### src/rtl/pool_sched_if.sv
`default_nettype none
// ---------------------------------------------------------------------------
// pool_sched_if: instruction, array-control and status bundle for pool_sched.
// Rev 1.0
// ---------------------------------------------------------------------------
interface pool_sched_if #(
    parameter int CNT_W = 16
);
    logic             ins_vld;
    logic             ins_rdy;
    logic             ins_is_maxp;
    logic [CNT_W-1:0] ins_vec_size_minus_1;
    logic [CNT_W-1:0] ins_n_grp_minus_1;
    logic             arr_start_pulse;
    logic             arr_is_maxp;
    logic [CNT_W-1:0] arr_vec_size_minus_1;
    logic             mxm_dout_vld;
    logic             res_vld;
    logic             busy;
    logic             done_pulse;
    logic             err_overrun;
    logic             err_timeout;

    modport master (
        output ins_vld, ins_is_maxp, ins_vec_size_minus_1, ins_n_grp_minus_1,
               mxm_dout_vld, res_vld,
        input  ins_rdy, arr_start_pulse, arr_is_maxp, arr_vec_size_minus_1,
               busy, done_pulse, err_overrun, err_timeout
    );

    modport slave (
        input  ins_vld, ins_is_maxp, ins_vec_size_minus_1, ins_n_grp_minus_1,
               mxm_dout_vld, res_vld,
        output ins_rdy, arr_start_pulse, arr_is_maxp, arr_vec_size_minus_1,
               busy, done_pulse, err_overrun, err_timeout
    );
endinterface
`default_nettype wire

### src/rtl/pool_sched.sv
`default_nettype none
// ---------------------------------------------------------------------------
// pool_sched: pooling instruction scheduler; optional watchdog via POOL_SCHED_WDOG_EN.
// Rev 1.0
// ---------------------------------------------------------------------------
module pool_sched #(
    parameter int SEL_N  = 4,
    parameter int CNT_W  = 16,
    parameter int WDOG_W = 12
) (
    input  wire logic   clk,
    input  wire logic   rstn,
    pool_sched_if.slave bus
);
    localparam int              LG       = $clog2(SEL_N);
    localparam int              RES_W    = CNT_W + LG;
    localparam logic [LG-1:0]   LANE_MAX = LG'(SEL_N - 1);

    if (SEL_N < 2 || (SEL_N & (SEL_N - 1)) != 0 || WDOG_W < 2) begin : g_param_check
        $error("pool_sched: SEL_N must be a power of two >= 2 and WDOG_W >= 2");
    end

    typedef enum logic [2:0] {
        ST_IDLE  = 3'd0,
        ST_START = 3'd1,
        ST_RUN   = 3'd2,
        ST_DRAIN = 3'd3,
        ST_DONE  = 3'd4
    } state_t;

    state_t             state_q, state_d;
    logic               rst_sync_q;
    logic [LG-1:0]      lane_q, lane_d;
    logic [CNT_W-1:0]   elem_q, elem_d, grp_q, grp_d;
    logic [RES_W-1:0]   res_cnt_q, res_cnt_d;
    logic               res_done_q, res_done_d;
    logic               is_maxp_q, is_maxp_d;
    logic [CNT_W-1:0]   vec_q, vec_d, n_grp_q, n_grp_d;
    logic               err_ovr_q, err_ovr_d;
    logic               ins_rdy_q, busy_q, start_q, done_q;
    logic               accept, in_cnt, in_res, beat, beat_last, res_ok, res_last, overrun;

    // Assertion is immediate; release is taken on the first clock edge after rstn rises.
    always_ff @(posedge clk or negedge rstn) begin
        if (!rstn) rst_sync_q <= 1'b0;
        else       rst_sync_q <= 1'b1;
    end

    assign accept    = (state_q == ST_IDLE) && bus.ins_vld;
    assign in_cnt    = (state_q == ST_START) || (state_q == ST_RUN);
    assign in_res    = in_cnt || (state_q == ST_DRAIN);
    assign beat      = bus.mxm_dout_vld && in_cnt;
    assign beat_last = beat && (lane_q == LANE_MAX) && (elem_q == vec_q) && (grp_q == n_grp_q);
    assign res_ok    = bus.res_vld && in_res && !res_done_q;
    assign res_last  = res_ok && (res_cnt_q == {n_grp_q, {LG{1'b1}}});
    assign overrun   = (bus.mxm_dout_vld && !in_cnt)
                     || (bus.res_vld && ((state_q == ST_DONE) || (state_q == ST_IDLE)))
                     || (bus.res_vld && in_res && res_done_q);

`ifdef POOL_SCHED_WDOG_EN
    logic [WDOG_W-1:0] wdog_q, wdog_d, wdog_inc;
    logic              err_to_q, err_to_d;
    assign wdog_inc = wdog_q + WDOG_W'(1);
`endif

    always_comb begin
        state_d    = state_q;
        lane_d     = lane_q;
        elem_d     = elem_q;
        grp_d      = grp_q;
        res_cnt_d  = res_cnt_q;
        res_done_d = res_done_q;
        is_maxp_d  = is_maxp_q;
        vec_d      = vec_q;
        n_grp_d    = n_grp_q;
        err_ovr_d  = err_ovr_q | overrun;
`ifdef POOL_SCHED_WDOG_EN
        wdog_d     = wdog_q;
        err_to_d   = err_to_q;
`endif

        // Lane wraps into element, element wraps into group.
        if (beat) begin
            if (lane_q == LANE_MAX) begin
                lane_d = '0;
                if (elem_q == vec_q) begin
                    elem_d = '0;
                    grp_d  = grp_q + CNT_W'(1);
                end else begin
                    elem_d = elem_q + CNT_W'(1);
                end
            end else begin
                lane_d = lane_q + LG'(1);
            end
        end

        if (res_ok) begin
            res_cnt_d = res_cnt_q + RES_W'(1);
            if (res_last) res_done_d = 1'b1;
        end

        case (state_q)
            ST_IDLE: begin
                if (accept) begin
                    state_d    = ST_START;
                    is_maxp_d  = bus.ins_is_maxp;
                    vec_d      = bus.ins_vec_size_minus_1;
                    n_grp_d    = bus.ins_n_grp_minus_1;
                    lane_d     = '0;
                    elem_d     = '0;
                    grp_d      = '0;
                    res_cnt_d  = '0;
                    res_done_d = 1'b0;
                    err_ovr_d  = 1'b0;
`ifdef POOL_SCHED_WDOG_EN
                    wdog_d     = '0;
                    err_to_d   = 1'b0;
`endif
                end
            end
            ST_START: state_d = ST_RUN;
            ST_RUN: begin
                if (beat_last) state_d = (res_done_q || res_last) ? ST_DONE : ST_DRAIN;
            end
            ST_DRAIN: begin
                if (res_last) state_d = ST_DONE;
            end
            ST_DONE: state_d = ST_IDLE;
            default: state_d = ST_IDLE;
        endcase

`ifdef POOL_SCHED_WDOG_EN
        if ((state_q == ST_RUN) || (state_q == ST_DRAIN)) begin
            if (bus.mxm_dout_vld || bus.res_vld) begin
                wdog_d = '0;
            end else if (&wdog_inc) begin
                wdog_d   = '0;
                err_to_d = 1'b1;
                state_d  = ST_IDLE;
            end else begin
                wdog_d = wdog_inc;
            end
        end
`endif
    end

    always_ff @(posedge clk or negedge rst_sync_q) begin
        if (!rst_sync_q) begin
            state_q    <= ST_IDLE;
            lane_q     <= '0;
            elem_q     <= '0;
            grp_q      <= '0;
            res_cnt_q  <= '0;
            res_done_q <= 1'b0;
            is_maxp_q  <= 1'b0;
            vec_q      <= '0;
            n_grp_q    <= '0;
            err_ovr_q  <= 1'b0;
            ins_rdy_q  <= 1'b1;
            busy_q     <= 1'b0;
            start_q    <= 1'b0;
            done_q     <= 1'b0;
        end else begin
            state_q    <= state_d;
            lane_q     <= lane_d;
            elem_q     <= elem_d;
            grp_q      <= grp_d;
            res_cnt_q  <= res_cnt_d;
            res_done_q <= res_done_d;
            is_maxp_q  <= is_maxp_d;
            vec_q      <= vec_d;
            n_grp_q    <= n_grp_d;
            err_ovr_q  <= err_ovr_d;
            ins_rdy_q  <= (state_d == ST_IDLE);
            busy_q     <= (state_d != ST_IDLE);
            start_q    <= (state_d == ST_START);
            done_q     <= (state_d == ST_DONE);
        end
    end

`ifdef POOL_SCHED_WDOG_EN
    always_ff @(posedge clk or negedge rst_sync_q) begin
        if (!rst_sync_q) begin
            wdog_q   <= '0;
            err_to_q <= 1'b0;
        end else begin
            wdog_q   <= wdog_d;
            err_to_q <= err_to_d;
        end
    end
    assign bus.err_timeout = err_to_q;
`else
    assign bus.err_timeout = 1'b0;
`endif

    assign bus.ins_rdy              = ins_rdy_q;
    assign bus.busy                 = busy_q;
    assign bus.arr_start_pulse      = start_q;
    assign bus.done_pulse           = done_q;
    assign bus.arr_is_maxp          = is_maxp_q;
    assign bus.arr_vec_size_minus_1 = vec_q;
    assign bus.err_overrun          = err_ovr_q;
endmodule
`default_nettype wire

### src/flat_wrapper.sv
// flat-port wrapper written by rule: the top's interface ports become plain ports
module pool_sched_flat 
#(
    parameter int SEL_N  = 4,
    parameter int CNT_W  = 16,
    parameter int WDOG_W = 12
)
  (clk, rstn, bus_ins_vld, bus_ins_is_maxp, bus_ins_vec_size_minus_1, bus_ins_n_grp_minus_1, bus_mxm_dout_vld, bus_res_vld, bus_ins_rdy, bus_arr_start_pulse, bus_arr_is_maxp, bus_arr_vec_size_minus_1, bus_busy, bus_done_pulse, bus_err_overrun, bus_err_timeout);
  pool_sched_if #(.CNT_W(CNT_W)) bus_i ();
  input  wire logic clk;
  input  wire logic rstn;
  input wire logic [$bits(bus_i.ins_vld)-1:0] bus_ins_vld;
  input wire logic [$bits(bus_i.ins_is_maxp)-1:0] bus_ins_is_maxp;
  input wire logic [$bits(bus_i.ins_vec_size_minus_1)-1:0] bus_ins_vec_size_minus_1;
  input wire logic [$bits(bus_i.ins_n_grp_minus_1)-1:0] bus_ins_n_grp_minus_1;
  input wire logic [$bits(bus_i.mxm_dout_vld)-1:0] bus_mxm_dout_vld;
  input wire logic [$bits(bus_i.res_vld)-1:0] bus_res_vld;
  output wire logic [$bits(bus_i.ins_rdy)-1:0] bus_ins_rdy;
  output wire logic [$bits(bus_i.arr_start_pulse)-1:0] bus_arr_start_pulse;
  output wire logic [$bits(bus_i.arr_is_maxp)-1:0] bus_arr_is_maxp;
  output wire logic [$bits(bus_i.arr_vec_size_minus_1)-1:0] bus_arr_vec_size_minus_1;
  output wire logic [$bits(bus_i.busy)-1:0] bus_busy;
  output wire logic [$bits(bus_i.done_pulse)-1:0] bus_done_pulse;
  output wire logic [$bits(bus_i.err_overrun)-1:0] bus_err_overrun;
  output wire logic [$bits(bus_i.err_timeout)-1:0] bus_err_timeout;
  assign bus_i.ins_vld = bus_ins_vld;
  assign bus_i.ins_is_maxp = bus_ins_is_maxp;
  assign bus_i.ins_vec_size_minus_1 = bus_ins_vec_size_minus_1;
  assign bus_i.ins_n_grp_minus_1 = bus_ins_n_grp_minus_1;
  assign bus_i.mxm_dout_vld = bus_mxm_dout_vld;
  assign bus_i.res_vld = bus_res_vld;
  assign bus_ins_rdy = bus_i.ins_rdy;
  assign bus_arr_start_pulse = bus_i.arr_start_pulse;
  assign bus_arr_is_maxp = bus_i.arr_is_maxp;
  assign bus_arr_vec_size_minus_1 = bus_i.arr_vec_size_minus_1;
  assign bus_busy = bus_i.busy;
  assign bus_done_pulse = bus_i.done_pulse;
  assign bus_err_overrun = bus_i.err_overrun;
  assign bus_err_timeout = bus_i.err_timeout;
  pool_sched #(.SEL_N(SEL_N), .CNT_W(CNT_W), .WDOG_W(WDOG_W)) u_core (.clk(clk), .rstn(rstn), .bus(bus_i));
endmodule
### config.mk
export PLATFORM = sky130hd
export DESIGN_NAME = pool_sched_flat
export DESIGN_NICKNAME = d
export VERILOG_FILES = /design/src/rtl/pool_sched_if.sv /design/src/rtl/pool_sched.sv /design/src/flat_wrapper.sv
export SDC_FILE = /design/constraint.sdc
export NUM_CORES = 1
export LEC_CHECK = 0
export ABC_AREA = 1
export CORE_UTILIZATION = 50
export DETAILED_ROUTE_END_ITERATION = 8
export PLACE_DENSITY = 0.75
export SLEW_MARGIN = 30
export SYNTH_ARGS = -nofsm -noshare
export SYNTH_HDL_FRONTEND = slang
export SYNTH_SLANG_ARGS = --single-unit
### constraint.sdc
create_clock -name clk -period 2.7 [get_ports clk]
set_clock_uncertainty 0.05 [all_clocks]
set_input_delay 0.405 -clock clk [delete_from_list [all_inputs] [get_ports clk]]
set_output_delay 0.405 -clock clk [all_outputs]
set_load 0.02 [all_outputs]
==> reports/summary.txt <==
CRITICAL PATH
-------------------------------------------------------------------------------------------------
Classification of the worst setup path                                                 reg -> reg
R2R Path End                                                                         u_core.res_cnt_q[10]$_DFF_PN0_
Cell depth of the worst flop-to-flop path                                                       8
Register-to-register setup slack                                                          0.73 ns
Family with the most delay on the worst path                                         simple AND/OR/NAND/NOR gates
CP startpoint kind                                                                           flop
Worst EP required                                                                         2.96 ns
Critical register-to-register path startpoint                                        u_core.res_cnt_q[0]$_DFF_PN0_
Count of buffering cells on the critical path with inverters included                           0
Slowest cell on the critical path                                                    sky130_fd_sc_hd__dfrtp_1
Critical path data arrival time                                                           2.23 ns
Largest fanout of any net on the critical path                                                  5
CP peak stage delay                                                                       0.43 ns
Category of the worst setup path capture point                                               flop
Ordered cell list for the critical path                                              ha_1 -> nand3_1 -> nor3_1 -> and2_1 -> nand2_1 -> nor3_2 -> o21ai_0 -> a21oi_1

STA
-------------------------------------------------------------------------------------------------
Worst Tran Pin Value                                                                    0.6531 ns
Setup repair after global routing missed its margin                                         false
Worst slew margin                                                                          0.5646
Max-slew violations                                                                             0
Final hold viol count                                                                           0
Crit share post-route                                                                      0.7293
Total negative setup slack                                                                   0 ns
Time the worst path needs with I/O delays and setup                                      1.969 ns
Max Fclk                                                                                507.9 MHz
Total of endpoints with negative setup slack in the final report                                0

RUN STATUS
-------------------------------------------------------------------------------------------------
Run status                                                                           finished clean

PLACE
-------------------------------------------------------------------------------------------------
Total cell area at the placement stage                                               0.006138 sq mm
Half-perimeter wire length after placement                                               9.398 mm
IO buf count                                                                                   59
Global placement routability congestion                                                    0.8787

CLOCKING
-------------------------------------------------------------------------------------------------
Clock-pin slew on the worst setup and hold paths                                          0.09 ns
Post-CTS Hold Buffers                                                                           0
CTS Buf Count                                                                                   9
Number of instances resized during post-cts repair                                              0
Maximum level of the CTS H-tree                                                                 3
Count of clock tree sinks                                                                      95
Latest clock arrival within the worst-skew pair                                           0.38 ns
Buffer cell driving the clock tree root                                              sky130_fd_sc_hd__clkbuf_8
CTS tree                                                                                      yes
Clock tree buffer depth                                                                         2
Setup Buffers After CTS                                                                         0

DETAILED ROUTING
-------------------------------------------------------------------------------------------------
Post-DRT Antenna Nets                                                                           0
Via density per instance                                                                    5.264
Violation count after the first detailed-route iteration                                      243
Via count                                                                                    4811
Total wire length                                                                        12.58 mm
Remaining DRCs                                                                                  0
Wire per inst                                                                        13.76 microns
First-pass detailed-route iteration total                                                       5

POWER AND IR DROP
-------------------------------------------------------------------------------------------------
Total power divided by cell area                                                     599.3 mW/mm^2
Static power due to leakage                                                              3.144 nW
Worst IR drop on VDD                                                                    0.3675 mV

FLOORPLAN
-------------------------------------------------------------------------------------------------
Die Outline Area                                                                     0.01121 sq mm
Die width                                                                            105.9 microns
Initial Util                                                                               0.5182
Core ar.                                                                             0.01042 sq mm
Placement row count                                                                            37
Die Span Y                                                                           105.9 microns
Top-level port count                                                                           61

LOGIC SYNTHESIS
-------------------------------------------------------------------------------------------------
Flip-flop and latch count after synthesis                                                      95
Combinational family with the most area after synthesis                              simple AND/OR/NAND/NOR gates
Average cell area after synthesis                                                     7.539 sq um
Most frequent cell after synthesis                                                   sky130_fd_sc_hd__nand2_1
Synthesized area                                                                     0.005398 sq mm
Post-Syn Instances                                                                            716
Share of the synthesized area in the top cell type                                         0.4358
Syn Nets                                                                                      758
Number of enable flip-flop cells after synthesis                                                0
Synth area leader                                                                    sky130_fd_sc_hd__dfrtp_1
Number of distinct library cell variants in the gate-level netlist after synthesis             44
Most frequent cells after synthesis                                                  201 x sky130_fd_sc_hd__nand2_1, 94 x sky130_fd_sc_hd__dfrtp_1, 79 x sky130_fd_sc_hd__inv_1
Share of synthesized cell area in full adder, half adder and majority cells              0.009272
Number of warnings printed during yosys synthesis                                               0
Seq/Total Area, Yosys                                                                      0.4407
Top area cells in the synthesized netlist                                            sky130_fd_sc_hd__dfrtp_1 44%, sky130_fd_sc_hd__nand2_1 14%, sky130_fd_sc_hd__inv_1 5.5%, sky130_fd_sc_hd__nor2_1 5.2%, sky130_fd_sc_hd__o21ai_0 3.9%
Synth Area in Compound Gates                                                              0.09110
Multiplexer share of the synthesized area                                                       0
Top FF cell, synth                                                                   sky130_fd_sc_hd__dfrtp_1
Simple logic cell fraction of the synthesized area                                         0.3234
Area share of xor/xnor cells in the synthesized design                                    0.05030
Fraction of synthesis flops using an asynchronous set or reset pin                          1.000

MIN PATH
-------------------------------------------------------------------------------------------------
Worst hold path type                                                                  in -> async

LAYOUT
-------------------------------------------------------------------------------------------------
Fill cell count                                                                               928
Antenna cells                                                                                   0
Share of cells above drive strength 1                                                     0.08869
Final-stage net count                                                                         816
Area of the multi-input gates                                                        0.002566 sq mm
Post-layout utilization of the core                                                        0.6101
Synth-to-Final Area Change                                                                 17.73%
Area taken by flip-flops and latches                                                 0.002382 sq mm
Area of all placed cells without fillers                                             0.006355 sq mm

GRT
-------------------------------------------------------------------------------------------------
Global-route wire length before repair                                                   22.11 mm
Final global-route overflow total                                                               0
Number of antenna violations at the first check in global routing                               0
Number of global-route vias before repair                                                    4723
Total track usage                                                                          0.2480
Pin count of the biggest net entering global routing                                           50

RUN
-------------------------------------------------------------------------------------------------
Max-capacitance violation count                                                                 0

per-stage QoR:
step	std cells	setup slack (ns)	hold slack [ns]	total power [mW]
after detailed placement	899	0.4392	0.3404	2.787
after CTS	914	0.7297	0.08268	3.815
after global routing	914	0.5188	0.1018	4.050
final	914	0.7309	0.09971	3.809
after global placement	899	0.5215	0.3377	2.755
after floorplan	716	1.036	0.05941	2.496
worst max path at each step:
stage	start	to	slack, ns	cells after the start
detailed placement	bus_res_vld	u_core.bus.ins_rdy$_DFF_PN1_	0.44	11
global route	u_core.state_q[1]$_DFF_PN0_	u_core.bus.ins_rdy$_DFF_PN1_	0.52	12
global placement	bus_res_vld	u_core.bus.ins_rdy$_DFF_PN1_	0.52	11
finish	u_core.res_cnt_q[0]$_DFF_PN0_	u_core.res_cnt_q[10]$_DFF_PN0_	0.73	8
floorplan	u_core.rst_sync_q$_DFF_PN0_	u_core.bus.arr_is_maxp$_DFFE_PN0P_	1.04	0
CTS	u_core.res_cnt_q[0]$_DFF_PN0_	u_core.res_cnt_q[10]$_DFF_PN0_	0.73	8
power by group:
part / switching, mW / internal, mW / total [mW]
Clock: 0.506 / 0.525 / 1.03
Combinational: 0.579 / 0.360 / 0.939
Sequential: 0.250 / 1.59 / 1.84
Total: 1.34 / 2.47 / 3.81
layout make-up:
class	instances	share of cell area
Clock inverter	2	0.005907
Multi-Input combinational cell	509	0.4038
Inverter	93	0.05533
Clock buffer	13	0.02816
Tap cell	136	0.02678
Timing Repair Buffer	66	0.1051
Sequential cell	95	0.3749
state kept, by name, summed over array words and instances (netlist names):
signal                           flops
u_core.res_cnt_q                    18
u_core.bus.arr_vec_size_minus_1     16
u_core.elem_q                       16
u_core.grp_q                        16
u_core.n_grp_q                      16
u_core.state_q                       3
u_core.lane_q                        2
u_core.bus.arr_is_maxp               1
u_core.bus.arr_start_pulse           1
u_core.bus.busy                      1
u_core.bus.done_pulse                1
u_core.bus.err_overrun               1
u_core.bus.ins_rdy                   1
u_core.res_done_q                    1
u_core.rst_sync_q                    1
cell families (layout without fill, tap and decap cells):
family          Yosys count  in the layout
simple gates            382            382
fa+ha+maj                 4              4
xor+xnor                 31             31
compound gates           90             90
flops                    95             95
buf+inv                 112            174
other cells               2              2
cell usage in the layout, fill, tap and decap left out, types with 2 or more instances in the layout:
master	n
sky130_fd_sc_hd__nand3_1	40
sky130_fd_sc_hd__ha_1	4
sky130_fd_sc_hd__clkdlybuf4s50_1	59
sky130_fd_sc_hd__a211oi_1	6
sky130_fd_sc_hd__nand2_4	2
sky130_fd_sc_hd__nand3_2	2
sky130_fd_sc_hd__nor4_1	4
sky130_fd_sc_hd__inv_1	78
sky130_fd_sc_hd__a31oi_1	2
sky130_fd_sc_hd__buf_4	5
sky130_fd_sc_hd__nor3_1	18
sky130_fd_sc_hd__nor4_2	2
sky130_fd_sc_hd__nor3b_1	3
sky130_fd_sc_hd__dfrtp_1	93
sky130_fd_sc_hd__o21ai_1	7
sky130_fd_sc_hd__nand2_2	2
sky130_fd_sc_hd__nand2_1	201
sky130_fd_sc_hd__xor2_1	15
sky130_fd_sc_hd__inv_2	14
sky130_fd_sc_hd__a21oi_1	26
sky130_fd_sc_hd__nor2_1	75
sky130_fd_sc_hd__nor2_4	3
sky130_fd_sc_hd__nor2_2	7
sky130_fd_sc_hd__xnor2_1	16
sky130_fd_sc_hd__nor3_2	3
sky130_fd_sc_hd__buf_12	2
sky130_fd_sc_hd__clkbuf_8	13
sky130_fd_sc_hd__nand4_1	13
sky130_fd_sc_hd__conb_1	2
sky130_fd_sc_hd__o21ai_0	42
sky130_fd_sc_hd__o22ai_1	2
sky130_fd_sc_hd__nor2_8	3
metal layers:
metal  share of wire  routed length (microns)  vias to the layer above  track usage
li1                -                        -                     2392            -
met1            0.45                     5687                     2261       0.3218
met2            0.48                     6003                      127       0.4080
met3           0.041                      513                       31      0.03679
met4           0.030                      374                        0       0.1181
met5               0                        0                        -            0
Power figures use the tool's default switching activity.
